[src/rtl/prog_word_sequencer_pkg.sv]
// Shared types and constants for the SRAM programming word sequencer.
package prog_pkg;

    typedef enum logic [2:0] {IDLE, BYTE, RD_REQ, RD_CMP, GAP} prog_state_t;

    localparam int unsigned SYN_BYTES     = 4;
    localparam int unsigned NEUR_BYTES    = 16;
    localparam int unsigned SYN_LANE_LSB  = 13;
    localparam int unsigned NEUR_LANE_LSB = 8;
    localparam int unsigned ROW_W         = 13;
    localparam int unsigned WORD_W        = 128;

    // Index of the final byte of a word for the given target (0 = synapse, 1 = neuron).
    function automatic logic [3:0] last_byte(input logic target);
        return target ? 4'(NEUR_BYTES - 1) : 4'(SYN_BYTES - 1);
    endfunction

endpackage

[src/rtl/prog_word_sequencer_if.sv]
// Command, SRAM control and readback bundle of the word sequencer.
interface prog_word_sequencer_if #(
    parameter int unsigned M = 8
);
    import prog_pkg::*;

    logic              cmd_valid;
    logic              cmd_ready;
    logic              cmd_target;
    logic [ROW_W-1:0]  cmd_addr;
    logic [WORD_W-1:0] cmd_wdata;

    logic              ctrl_synarray_cs;
    logic              ctrl_synarray_we;
    logic [ROW_W-1:0]  ctrl_synarray_addr;
    logic              ctrl_neurmem_cs;
    logic              ctrl_neurmem_we;
    logic [M-1:0]      ctrl_neurmem_addr;
    logic [2*M-1:0]    ctrl_spi_addr;
    logic [2*M-1:0]    ctrl_prog_data;

    logic              prog_busy;
    logic              prog_done;
    logic [31:0]       synarray_rdata;
    logic [WORD_W-1:0] neur_state;
    logic              prog_mismatch;

    modport master (
        output cmd_valid, cmd_target, cmd_addr, cmd_wdata, synarray_rdata, neur_state,
        input  cmd_ready, ctrl_synarray_cs, ctrl_synarray_we, ctrl_synarray_addr,
               ctrl_neurmem_cs, ctrl_neurmem_we, ctrl_neurmem_addr, ctrl_spi_addr,
               ctrl_prog_data, prog_busy, prog_done, prog_mismatch
    );

    modport slave (
        input  cmd_valid, cmd_target, cmd_addr, cmd_wdata, synarray_rdata, neur_state,
        output cmd_ready, ctrl_synarray_cs, ctrl_synarray_we, ctrl_synarray_addr,
               ctrl_neurmem_cs, ctrl_neurmem_we, ctrl_neurmem_addr, ctrl_spi_addr,
               ctrl_prog_data, prog_busy, prog_done, prog_mismatch
    );

endinterface

[src/rtl/prog_word_sequencer_byte_mux.sv]
// Picks the current byte of the captured word and forms the matching byte-lane select.
module prog_byte_mux
    import prog_pkg::*;
#(
    parameter int unsigned M = 8
) (
    input  logic [WORD_W-1:0] word,
    input  logic              target,
    input  logic [3:0]        byte_idx,
    output logic [7:0]        byte_val,
    output logic [2*M-1:0]    lane
);

    always_comb begin
        byte_val = word[{byte_idx, 3'b000} +: 8];
        lane     = '0;
        if (target) begin
            lane[NEUR_LANE_LSB +: 4] = byte_idx;
        end else begin
            lane[SYN_LANE_LSB +: 2] = byte_idx[1:0];
        end
    end

endmodule

[src/rtl/prog_word_sequencer.sv]
// Serialises whole synapse/neuron words into byte-wide SRAM programming writes.
// Optional PROG_READBACK_EN adds a read-back compare with a sticky mismatch flag.
module prog_word_sequencer
    import prog_pkg::*;
#(
    parameter int unsigned N        = 256,
    parameter int unsigned M        = 8,
    parameter int unsigned BYTE_CYC = 2,
    parameter int unsigned GAP_CYC  = 1
) (
    input logic                  clk,
    input logic                  rst_sync,
    prog_word_sequencer_if.slave bus
);

    localparam logic [7:0] BYTE_LAST = 8'(BYTE_CYC - 1);
    localparam logic [7:0] GAP_LAST  = 8'(GAP_CYC - 1);
    localparam bit         HAS_GAP   = (GAP_CYC != 0);

    if (BYTE_CYC < 1) begin : g_bad_byte_cyc
        $error("BYTE_CYC must be at least 1");
    end
    if (N > (1 << M)) begin : g_bad_n
        $error("N does not fit in M address bits");
    end

    prog_state_t       state_q, state_d;
    logic [7:0]        cnt_q, cnt_d;
    logic [3:0]        idx_q, idx_d;
    logic              target_q, target_d;
    logic [ROW_W-1:0]  addr_q, addr_d;
    logic [WORD_W-1:0] word_q, word_d;
    logic              done_q, done_d;
    prog_state_t       after_bytes;

    logic [7:0]        mux_byte;
    logic [2*M-1:0]    mux_lane;

    prog_byte_mux #(
        .M (M)
    ) u_byte_mux (
        .word     (word_q),
        .target   (target_q),
        .byte_idx (idx_q),
        .byte_val (mux_byte),
        .lane     (mux_lane)
    );

`ifdef PROG_READBACK_EN
    logic mismatch_q, mismatch_d, rb_bad;
    assign after_bytes = RD_REQ;
    assign rb_bad = target_q ? (bus.neur_state != word_q)
                             : (bus.synarray_rdata != word_q[31:0]);
    assign bus.prog_mismatch = mismatch_q;

    always_ff @(posedge clk) begin
        if (rst_sync) begin
            mismatch_q <= 1'b0;
        end else begin
            mismatch_q <= mismatch_d;
        end
    end
`else
    logic unused_readback;
    assign after_bytes = HAS_GAP ? GAP : IDLE;
    assign unused_readback = ^{bus.synarray_rdata, bus.neur_state};
    assign bus.prog_mismatch = 1'b0;
`endif

    always_ff @(posedge clk) begin
        if (rst_sync) begin
            state_q  <= IDLE;
            cnt_q    <= '0;
            idx_q    <= '0;
            target_q <= 1'b0;
            addr_q   <= '0;
            word_q   <= '0;
            done_q   <= 1'b0;
        end else begin
            state_q  <= state_d;
            cnt_q    <= cnt_d;
            idx_q    <= idx_d;
            target_q <= target_d;
            addr_q   <= addr_d;
            word_q   <= word_d;
            done_q   <= done_d;
        end
    end

    always_comb begin
        state_d  = state_q;
        cnt_d    = cnt_q;
        idx_d    = idx_q;
        target_d = target_q;
        addr_d   = addr_q;
        word_d   = word_q;
`ifdef PROG_READBACK_EN
        mismatch_d = mismatch_q;
`endif
        case (state_q)
            IDLE: begin
                if (bus.cmd_valid) begin
                    state_d  = BYTE;
                    cnt_d    = '0;
                    idx_d    = '0;
                    target_d = bus.cmd_target;
                    addr_d   = bus.cmd_addr;
                    word_d   = bus.cmd_wdata;
                end
            end
            BYTE: begin
                if (cnt_q == BYTE_LAST) begin
                    cnt_d = '0;
                    if (idx_q == last_byte(target_q)) begin
                        state_d = after_bytes;
                    end else begin
                        idx_d = idx_q + 4'd1;
                    end
                end else begin
                    cnt_d = cnt_q + 8'd1;
                end
            end
`ifdef PROG_READBACK_EN
            RD_REQ: state_d = RD_CMP;
            RD_CMP: begin
                if (rb_bad) begin
                    mismatch_d = 1'b1;
                end
                state_d = HAS_GAP ? GAP : IDLE;
            end
`endif
            GAP: begin
                if (cnt_q == GAP_LAST) begin
                    state_d = IDLE;
                    cnt_d   = '0;
                end else begin
                    cnt_d = cnt_q + 8'd1;
                end
            end
            default: state_d = IDLE;
        endcase
        // Done pulses in the first IDLE cycle after a word, where a new command may already land.
        done_d = (state_q != IDLE) && (state_d == IDLE);
    end

    always_comb begin
        bus.cmd_ready          = (state_q == IDLE);
        bus.prog_busy          = (state_q != IDLE);
        bus.prog_done          = done_q;
        bus.ctrl_synarray_cs   = 1'b0;
        bus.ctrl_synarray_we   = 1'b0;
        bus.ctrl_synarray_addr = '0;
        bus.ctrl_neurmem_cs    = 1'b0;
        bus.ctrl_neurmem_we    = 1'b0;
        bus.ctrl_neurmem_addr  = '0;
        bus.ctrl_spi_addr      = '0;
        bus.ctrl_prog_data     = '0;
        if (state_q != IDLE) begin
            if (target_q) begin
                bus.ctrl_neurmem_cs   = 1'b1;
                bus.ctrl_neurmem_we   = (state_q == BYTE);
                bus.ctrl_neurmem_addr = addr_q[M-1:0];
            end else begin
                bus.ctrl_synarray_cs   = 1'b1;
                bus.ctrl_synarray_we   = (state_q == BYTE);
                bus.ctrl_synarray_addr = addr_q;
            end
        end
        if (state_q == BYTE) begin
            bus.ctrl_spi_addr  = mux_lane;
            bus.ctrl_prog_data = {{(2*M-8){1'b0}}, mux_byte};
        end
    end

endmodule

[src/flat_wrapper.sv]
// flat-port wrapper written by rule: the top's interface ports become plain ports
module prog_word_sequencer_flat import prog_pkg::*;
#(
    parameter int unsigned N        = 256,
    parameter int unsigned M        = 8,
    parameter int unsigned BYTE_CYC = 2,
    parameter int unsigned GAP_CYC  = 1
)
  (clk, rst_sync, bus_cmd_valid, bus_cmd_target, bus_cmd_addr, bus_cmd_wdata, bus_synarray_rdata, bus_neur_state, bus_cmd_ready, bus_ctrl_synarray_cs, bus_ctrl_synarray_we, bus_ctrl_synarray_addr, bus_ctrl_neurmem_cs, bus_ctrl_neurmem_we, bus_ctrl_neurmem_addr, bus_ctrl_spi_addr, bus_ctrl_prog_data, bus_prog_busy, bus_prog_done, bus_prog_mismatch);
  prog_word_sequencer_if #(.M(M)) bus_i ();
  input logic clk;
  input logic rst_sync;
  input wire logic [$bits(bus_i.cmd_valid)-1:0] bus_cmd_valid;
  input wire logic [$bits(bus_i.cmd_target)-1:0] bus_cmd_target;
  input wire logic [$bits(bus_i.cmd_addr)-1:0] bus_cmd_addr;
  input wire logic [$bits(bus_i.cmd_wdata)-1:0] bus_cmd_wdata;
  input wire logic [$bits(bus_i.synarray_rdata)-1:0] bus_synarray_rdata;
  input wire logic [$bits(bus_i.neur_state)-1:0] bus_neur_state;
  output wire logic [$bits(bus_i.cmd_ready)-1:0] bus_cmd_ready;
  output wire logic [$bits(bus_i.ctrl_synarray_cs)-1:0] bus_ctrl_synarray_cs;
  output wire logic [$bits(bus_i.ctrl_synarray_we)-1:0] bus_ctrl_synarray_we;
  output wire logic [$bits(bus_i.ctrl_synarray_addr)-1:0] bus_ctrl_synarray_addr;
  output wire logic [$bits(bus_i.ctrl_neurmem_cs)-1:0] bus_ctrl_neurmem_cs;
  output wire logic [$bits(bus_i.ctrl_neurmem_we)-1:0] bus_ctrl_neurmem_we;
  output wire logic [$bits(bus_i.ctrl_neurmem_addr)-1:0] bus_ctrl_neurmem_addr;
  output wire logic [$bits(bus_i.ctrl_spi_addr)-1:0] bus_ctrl_spi_addr;
  output wire logic [$bits(bus_i.ctrl_prog_data)-1:0] bus_ctrl_prog_data;
  output wire logic [$bits(bus_i.prog_busy)-1:0] bus_prog_busy;
  output wire logic [$bits(bus_i.prog_done)-1:0] bus_prog_done;
  output wire logic [$bits(bus_i.prog_mismatch)-1:0] bus_prog_mismatch;
  assign bus_i.cmd_valid = bus_cmd_valid;
  assign bus_i.cmd_target = bus_cmd_target;
  assign bus_i.cmd_addr = bus_cmd_addr;
  assign bus_i.cmd_wdata = bus_cmd_wdata;
  assign bus_i.synarray_rdata = bus_synarray_rdata;
  assign bus_i.neur_state = bus_neur_state;
  assign bus_cmd_ready = bus_i.cmd_ready;
  assign bus_ctrl_synarray_cs = bus_i.ctrl_synarray_cs;
  assign bus_ctrl_synarray_we = bus_i.ctrl_synarray_we;
  assign bus_ctrl_synarray_addr = bus_i.ctrl_synarray_addr;
  assign bus_ctrl_neurmem_cs = bus_i.ctrl_neurmem_cs;
  assign bus_ctrl_neurmem_we = bus_i.ctrl_neurmem_we;
  assign bus_ctrl_neurmem_addr = bus_i.ctrl_neurmem_addr;
  assign bus_ctrl_spi_addr = bus_i.ctrl_spi_addr;
  assign bus_ctrl_prog_data = bus_i.ctrl_prog_data;
  assign bus_prog_busy = bus_i.prog_busy;
  assign bus_prog_done = bus_i.prog_done;
  assign bus_prog_mismatch = bus_i.prog_mismatch;
  prog_word_sequencer #(.N(N), .M(M), .BYTE_CYC(BYTE_CYC), .GAP_CYC(GAP_CYC)) u_core (.clk(clk), .rst_sync(rst_sync), .bus(bus_i));
endmodule
[config.mk]
export PLATFORM = sky130hd
export DESIGN_NAME = prog_word_sequencer_flat
export DESIGN_NICKNAME = d
export VERILOG_FILES = /design/src/rtl/prog_word_sequencer_pkg.sv /design/src/rtl/prog_word_sequencer_if.sv /design/src/rtl/prog_word_sequencer_byte_mux.sv /design/src/rtl/prog_word_sequencer.sv /design/src/flat_wrapper.sv
export SDC_FILE = /design/constraint.sdc
export NUM_CORES = 1
export LEC_CHECK = 0
export ABC_AREA = 1
export CORE_AREA = 2 2 142 144
export DETAILED_ROUTE_END_ITERATION = 10
export DIE_AREA = 0 0 144 146
export GPL_ROUTABILITY_DRIVEN = 0
export HOLD_SLACK_MARGIN = 0.02
export PLACE_DENSITY = 0.83
export SLEW_MARGIN = 20
export SYNTH_ARGS = -nofsm -noshare
export SYNTH_HDL_FRONTEND = slang
export SYNTH_SLANG_ARGS = --single-unit
[constraint.sdc]
create_clock -name clk -period 2.2 [get_ports clk]
set_input_delay 0.44 -clock clk [delete_from_list [all_inputs] [get_ports clk]]
set_output_delay 0.44 -clock clk [all_outputs]
set_load 0.05 [all_outputs]
==> impl_metrics.py, run 1 <==
metrics = {
    "die": {
        "rows": 51,
        "die_y_um": 146,
        "core-area_um2": 19330,
        "initial_utilization": 0.3886,
        "die_area_um2": 21020,
        "io_pins": 366,
        "die_x_um": 144,
    },
    "worst_setup_path": {
        "worstSetupStartpoint": "u_core.idx_q[0]$_SDFFE_PP0P_",
        "endpoint_kind": "primary output",
        "crit_required_ps": 1760,
        "worst_path_largest_cell_delay_ps": 400,
        "cpMostUsedCell": "nand3_1",
        "r2r_slack_ps": 420,
        "rr_startpoint": "u_core.state_q[0]$_SDFF_PP0_",
        "start_kind": "register",
        "crit_chain": "inv_6 > buf_12 > nand2_1 > nand3_1 > nand3_2 > nand3_1 > a21oi_2 > buf_6",
        "worst-r2r-cell-count": 7,
        "critPathKind": "register to primary output",
        "critPathSlowestCell": "dfxtp_4",
        "cp_max_fo": 20,
        "r2r-end": "u_core.word_q[102]$_SDFFE_PP0P_",
        "crit_end": "bus_ctrl_prog_data[0]",
        "crit_arrival_ps": 1820,
    },
    "sta": {
        "maxSlewViolCount": 0,
        "setup_ws_ps": -62.01,
        "hold_viol_final": 0,
        "maxSlewHeadroom": 0.6405,
        "hold_ws_ps": 452.3,
        "tightest_slew_ps": 538.4,
        "period_minus_slack_ps": 2262,
        "clock_skew_ps": 9.952,
        "timing.final.crit_share": 1.028,
        "grt_setup_unrepaired": "true",
        "setup_viol": 14,
        "fmax_mhz": 442.1,
    },
    "clock_tree": {
        "clock_sinks": 158,
        "clkLatencyLatePin_ps": 420,
        "cts_hold_buf": 0,
        "cts_made_buffers": 17,
        "cts_root_buf": "clkbuf_16",
        "path_clk_slew_ps": 70,
        "cts_tree": "done",
        "cts.path.max_buffers": 2,
        "h-tree-depth": 4,
    },
    "synth": {
        "syn_area_um2": 7513,
        "synth_cells": 1093,
        "ys_warn_count": 0,
        "synthFlopType": "dfxtp_1",
        "synth.largest_area_cell": "dfxtp_1",
        "ys_seq_elements": 158,
        "synth_top_cell_area_share": 0.4210,
        "ys_types": 29,
        "ys_seq_area_frac": 0.4210,
        "synth_edf_count": 0,
        "yosys-top-cells-area": "dfxtp_1 (42%), a21oi_1 (10%), o21ai_0 (8.3%), inv_1 (8.2%), nand3_1 (8.2%)",
        "async_reset_ff_frac": 0,
        "postSynthAreaPerCell_um2": 6.874,
    },
    "placement": {
        "dpl-instance-area_um2": 9996,
        "port_buffers": 186,
        "post-dp-hpwl_um": 15870,
    },
    "run_status": {
        "status": "finished, violations left",
        "violations": "setup timing",
    },
    "global_route": {
        "grt.overflow.total": 0,
        "grt_max_degree": 87,
        "grt_antenna_before_repair": 0,
        "grt_pass1_wl_um": 34450,
        "first_global_vias": 6988,
        "track_usage": 0.2081,
    },
    "cells_and_area": {
        "nets": 1571,
        "drive_gt1_frac": 0.1815,
        "area_growth_pct": 49.38,
        "diodes": 0,
        "fill_cells": 1712,
        "final_area_um2": 11220,
    },
    "pwr": {
        "ir_worst_vdd_uv": 500.8,
        "total_power_mw": 7.638,
        "leakagePower_nw": 4.543,
        "power_density_nw_per_um2": 680.6,
    },
    "route": {
        "detail-route-antenna-nets": 0,
        "wl_per_cell_um": 14.90,
        "route.vias.total": 7602,
        "drc": 0,
        "dr.pass1.iters": 4,
        "wirelength_um": 22920,
        "vias_per_cell": 4.943,
        "first_iter_violations": 379,
    },
    "min_path": {
        "holdCritPathClass": "register to register",
        "whs_path_depth": 2,
    },
    "flow_run": {
        "maxCapViolations": 0,
    },
}
state kept, by name, summed over array words and instances (netlist names):
name,count
u_core.addr_q,13
u_core.bus.prog_done,1
u_core.cnt_q,8
u_core.state_q,3
u_core.target_q,1
u_core.word_q,128
u_core.idx_q,4
area by class of cell:
| type | count | area, um^2 | area share |
|---|---|---|---|
| inverter | 171 | 669.4 | 0.05964 |
| clock inverter | 14 | 153.9 | 0.01371 |
| sequential | 158 | 3172 | 0.2826 |
| multi-input combinational | 686 | 3787 | 0.3375 |
| clock buffer | 18 | 429.2 | 0.03824 |
| timing repair buffer | 226 | 2680 | 0.2388 |
| tap | 265 | 331.6 | 0.02954 |
per-stage QoR:
stage	util	TNS (ps)	setup slack, ps	std cells
final	0.5805	-367.1	-62.01	1538
after CTS	0.5661	-262.8	-43.95	1532
after detailed placement	0.5170	0	126.5	1491
after floorplan	-	-2058	-178.6	1112
after global routing	0.5805	-1589	-133.2	1538
after global placement	0.5170	0	157.7	1491
per-layer routing:
metal,track usage,vias to the layer above,part of all wire
li1,-,3801,-
met4,0.08235,0,0.032
met5,0,-,0
met1,0.2657,3475,0.42
met3,0.05232,49,0.083
met2,0.3355,277,0.47
cells in the mapped netlist (2+ instances only):
cell type	n
a21oi_1	155
buf_2	45
buf_4	23
buf_6	5
clkbuf_1	23
clkinv_1	3
dfxtp_1	158
ha_1	6
inv_1	165
inv_2	3
nand2_1	159
nand3_1	123
nand4_1	2
nor2_1	56
nor3_1	4
o21ai_0	124
o21ai_1	25
o21ai_2	2
xor2_1	2
cell usage in the layout, fill, tap and decap left out, types with 3 or more instances in the layout:
cell type,count
a21oi_1,147
a21oi_2,8
buf_12,41
buf_4,21
buf_6,14
clkbuf_16,19
clkdlybuf4s50_1,145
clkinv_1,3
clkinv_2,4
clkinvlp_4,5
conb_1,20
dfxtp_1,153
dfxtp_2,4
ha_1,6
inv_1,159
inv_6,7
nand2_1,151
nand2_2,7
nand3_1,66
nand3_2,57
nor2_1,34
nor2_4,24
nor3_2,4
o21ai_0,124
o21ai_1,25
worst min-delay path by stage:
stage	startpoint	end	slack [ps]
finish	u_core.word_q[56]$_SDFFE_PP0P_	u_core.word_q[56]$_SDFFE_PP0P_	450
global route	u_core.word_q[10]$_SDFFE_PP0P_	u_core.word_q[10]$_SDFFE_PP0P_	460
CTS	u_core.word_q[106]$_SDFFE_PP0P_	u_core.word_q[106]$_SDFFE_PP0P_	450
detailed placement	u_core.word_q[106]$_SDFFE_PP0P_	u_core.word_q[106]$_SDFFE_PP0P_	440
global placement	u_core.word_q[14]$_SDFFE_PP0P_	u_core.word_q[14]$_SDFFE_PP0P_	440
floorplan	u_core.word_q[83]$_SDFFE_PP0P_	u_core.word_q[83]$_SDFFE_PP0P_	430
power by group:
| part | switching [mW] | internal (mW) | leakage [nW] |
|---|---|---|---|
| logic | 0.938 | 0.666 | 2.96 |
| clock network | 1.23 | 1.69 | 0.284 |
| registers | 0.0592 | 3.05 | 1.30 |
repair_timing:
item                       CTS  global route
gates cloned                 0             3
buffers inserted             9             3
setup endpoints to repair   30            38
pin swaps                    8            11
gates resized for setup     65            46
critical path, delay by kind of cell, from the launching register on:
family	cells	cell delay [ps]
buffers and inverters	3	430
flip-flops	1	400
AND/OR/NAND/NOR	4	380
AO/OA/AOI/OAI	1	180
cell families after synthesis:
group | synth area share
other | 0.0004991
adder cells (fa/ha/maj) | 0.009991
buffers and inverters | 0.1579
AO/OA/AOI/OAI | 0.2058
XOR/XNOR | 0.003498
AND/OR/NAND/NOR | 0.2013
flip-flops | 0.4210
Note: power is estimated with default switching activity, not from simulation.
==> run 2: changes to the inputs <==
--- a/config.mk
+++ b/config.mk
@@ -6,13 +6,13 @@
 export NUM_CORES = 1
 export LEC_CHECK = 0
 export ABC_AREA = 1
-export CORE_AREA = 2 2 142 144
+export CELL_PAD_IN_SITES_DETAIL_PLACEMENT = 1
+export CELL_PAD_IN_SITES_GLOBAL_PLACEMENT = 2
+export CORE_UTILIZATION = 22
 export DETAILED_ROUTE_END_ITERATION = 10
-export DIE_AREA = 0 0 144 146
 export GPL_ROUTABILITY_DRIVEN = 0
 export HOLD_SLACK_MARGIN = 0.02
-export PLACE_DENSITY = 0.83
-export SLEW_MARGIN = 20
+export PLACE_DENSITY = 0.91
 export SYNTH_ARGS = -nofsm -noshare
 export SYNTH_HDL_FRONTEND = slang
 export SYNTH_SLANG_ARGS = --single-unit
==> impl_metrics.py, run 2 (synthesis results as in run 1) <==
metrics = {
    "run_status": {
        "status": "finished, violations left",
        "violations": "setup timing",
    },
    "cells_and_area": {
        "largest_register_ffs": 128,
        "top_register": "u_core.word_q",
        "fill_cells": 4026,
        "final_cell_mix": "inv_1 (160), nand2_1 (157), dfxtp_1 (154)",
        "multi_input_area_um2": 3770,
        "reg_top3": "u_core.word_q: 128 flops, u_core.addr_q: 13 flops, u_core.cnt_q: 8 flops",
        "area_growth_pct": 53.52,
        "nets": 1573,
        "diodes": 0,
        "final_area_um2": 11530,
        "drive_gt1_frac": 0.1765,
        "utilization": 0.3440,
        "final_common_cell": "inv_1",
        "seq_area_um2": 3173,
        "fin_cells": 1723,
    },
    "route": {
        "vias_per_cell": 4.398,
        "first_iter_violations": 354,
        "wirelength_um": 27780,
        "route.vias.total": 7578,
        "wl_per_cell_um": 16.12,
        "dr.pass1.iters": 6,
        "detail-route-antenna-nets": 0,
        "drc": 0,
    },
    "global_route": {
        "grt_max_degree": 85,
        "grt_antenna_before_repair": 0,
        "use_met1": 0.2050,
        "met3_usage": 0.03009,
        "busiest_layer": "met2",
        "grt_pass1_wl_um": 43140,
        "grt.met2_usage": 0.2740,
        "track_usage": 0.1599,
        "grt.overflow.total": 0,
        "first_global_vias": 7655,
    },
    "worst_setup_path": {
        "critPathKind": "register to primary output",
        "crit_required_ps": 1760,
        "start_kind": "register",
        "worstSetupStartpoint": "u_core.idx_q[0]$_SDFFE_PP0P_",
        "r2r_slack_ps": 420,
        "crit_arrival_ps": 1850,
        "rr_startpoint": "u_core.idx_q[2]$_SDFFE_PP0P_",
        "cp_max_fo": 11,
        "r2r-end": "u_core.idx_q[1]$_SDFFE_PP0P_",
        "worst-r2r-cell-count": 10,
        "endpoint_kind": "primary output",
    },
    "sta": {
        "tightest_slew_ps": 527.2,
        "setup_ws_ps": -85.42,
        "setup_tns_ps": -797.9,
        "maxSlewViolCount": 0,
        "period_minus_slack_ps": 2285,
        "timing.final.crit_share": 1.039,
        "clock_skew_ps": 9.747,
        "maxSlewHeadroom": 0.6499,
        "hold_ws_ps": 454.0,
        "grt_setup_unrepaired": "true",
        "fmax_mhz": 437.6,
        "hold_viol_final": 0,
        "setup_viol": 16,
    },
    "min_path": {
        "hp-start": "u_core.word_q[52]$_SDFFE_PP0P_",
        "whs_path_depth": 2,
        "worstHoldEndpoint": "u_core.word_q[52]$_SDFFE_PP0P_",
        "holdCritPathClass": "register to register",
    },
    "clock_tree": {
        "clock_sinks": 158,
        "cts_hold_buf": 0,
        "path_clk_slew_ps": 70,
        "h-tree-depth": 4,
        "cts_root_buf": "clkbuf_16",
        "cts_made_buffers": 17,
        "clkLatencyLatePin_ps": 420,
        "cts.path.max_buffers": 2,
        "cts_tree": "done",
    },
    "die": {
        "initial_utilization": 0.2241,
        "die_y_um": 186.8,
        "die_x_um": 186.8,
        "io_pins": 366,
        "core-area_um2": 33530,
        "die_area_um2": 34890,
        "rows": 67,
    },
    "placement": {
        "port_buffers": 186,
        "dp_slack_ps": 166.6,
        "post-dp-hpwl_um": 19820,
        "dp.cells": 1681,
        "dpl-instance-area_um2": 10340,
    },
    "pwr": {
        "leakagePower_nw": 4.582,
        "total_power_mw": 7.824,
        "ir_worst_vdd_uv": 483.1,
        "power_density_nw_per_um2": 678.3,
    },
    "flow_run": {
        "maxCapViolations": 0,
    },
}
[run 2: critical path, cell delays in order (launching register included)]
cell,delay [ps]
dfxtp_4,410
inv_8,80
buf_12,160
nand2_1,60
nand3_1,120
nand3_2,140
nand3_1,100
a21oi_2,140
buf_6,180
[run 2: final cells by class]
| type | instances | area share |
|---|---|---|
| Inverter | 171 | 0.05825 |
| Timing Repair Buffer | 228 | 0.2399 |
| Clock inverter | 11 | 0.01139 |
| Multi-Input combinational cell | 686 | 0.3268 |
| Clock buffer | 21 | 0.03992 |
| Sequential cell | 158 | 0.2751 |
| Tap cell | 448 | 0.04860 |
[run 2: power breakdown]
group,internal [mW],leakage (nW),switching (mW)
logic,0.686,3.00,0.978
clock network,1.75,0.281,1.30
registers,3.05,1.30,0.0587
[run 2: per-layer routing]
metal	wire, um	up-vias
li1	-	3802
met1	13050	3585
met2	13300	177
met3	998	14
met4	420	0
met5	0	-
[run 2: worst max-delay path by stage]
stage | end | slack [ps] | cells past startpoint
global placement | bus_ctrl_prog_data[3] | 180 | 8
CTS | bus_ctrl_prog_data[3] | -110 | 8
floorplan | bus_ctrl_neurmem_addr[0] | -180 | 6
detailed placement | bus_ctrl_prog_data[3] | 170 | 8
global route | bus_ctrl_neurmem_addr[2] | -140 | 8
finish | bus_ctrl_prog_data[3] | -90 | 8
[run 2: repair_timing]
action	CTS	global route
endpoints found under the hold margin	0	0
pin swaps	11	6
endpoints found under the setup margin	33	30
cloned	3	0
resized for setup	88	13
buffers inserted	4	3
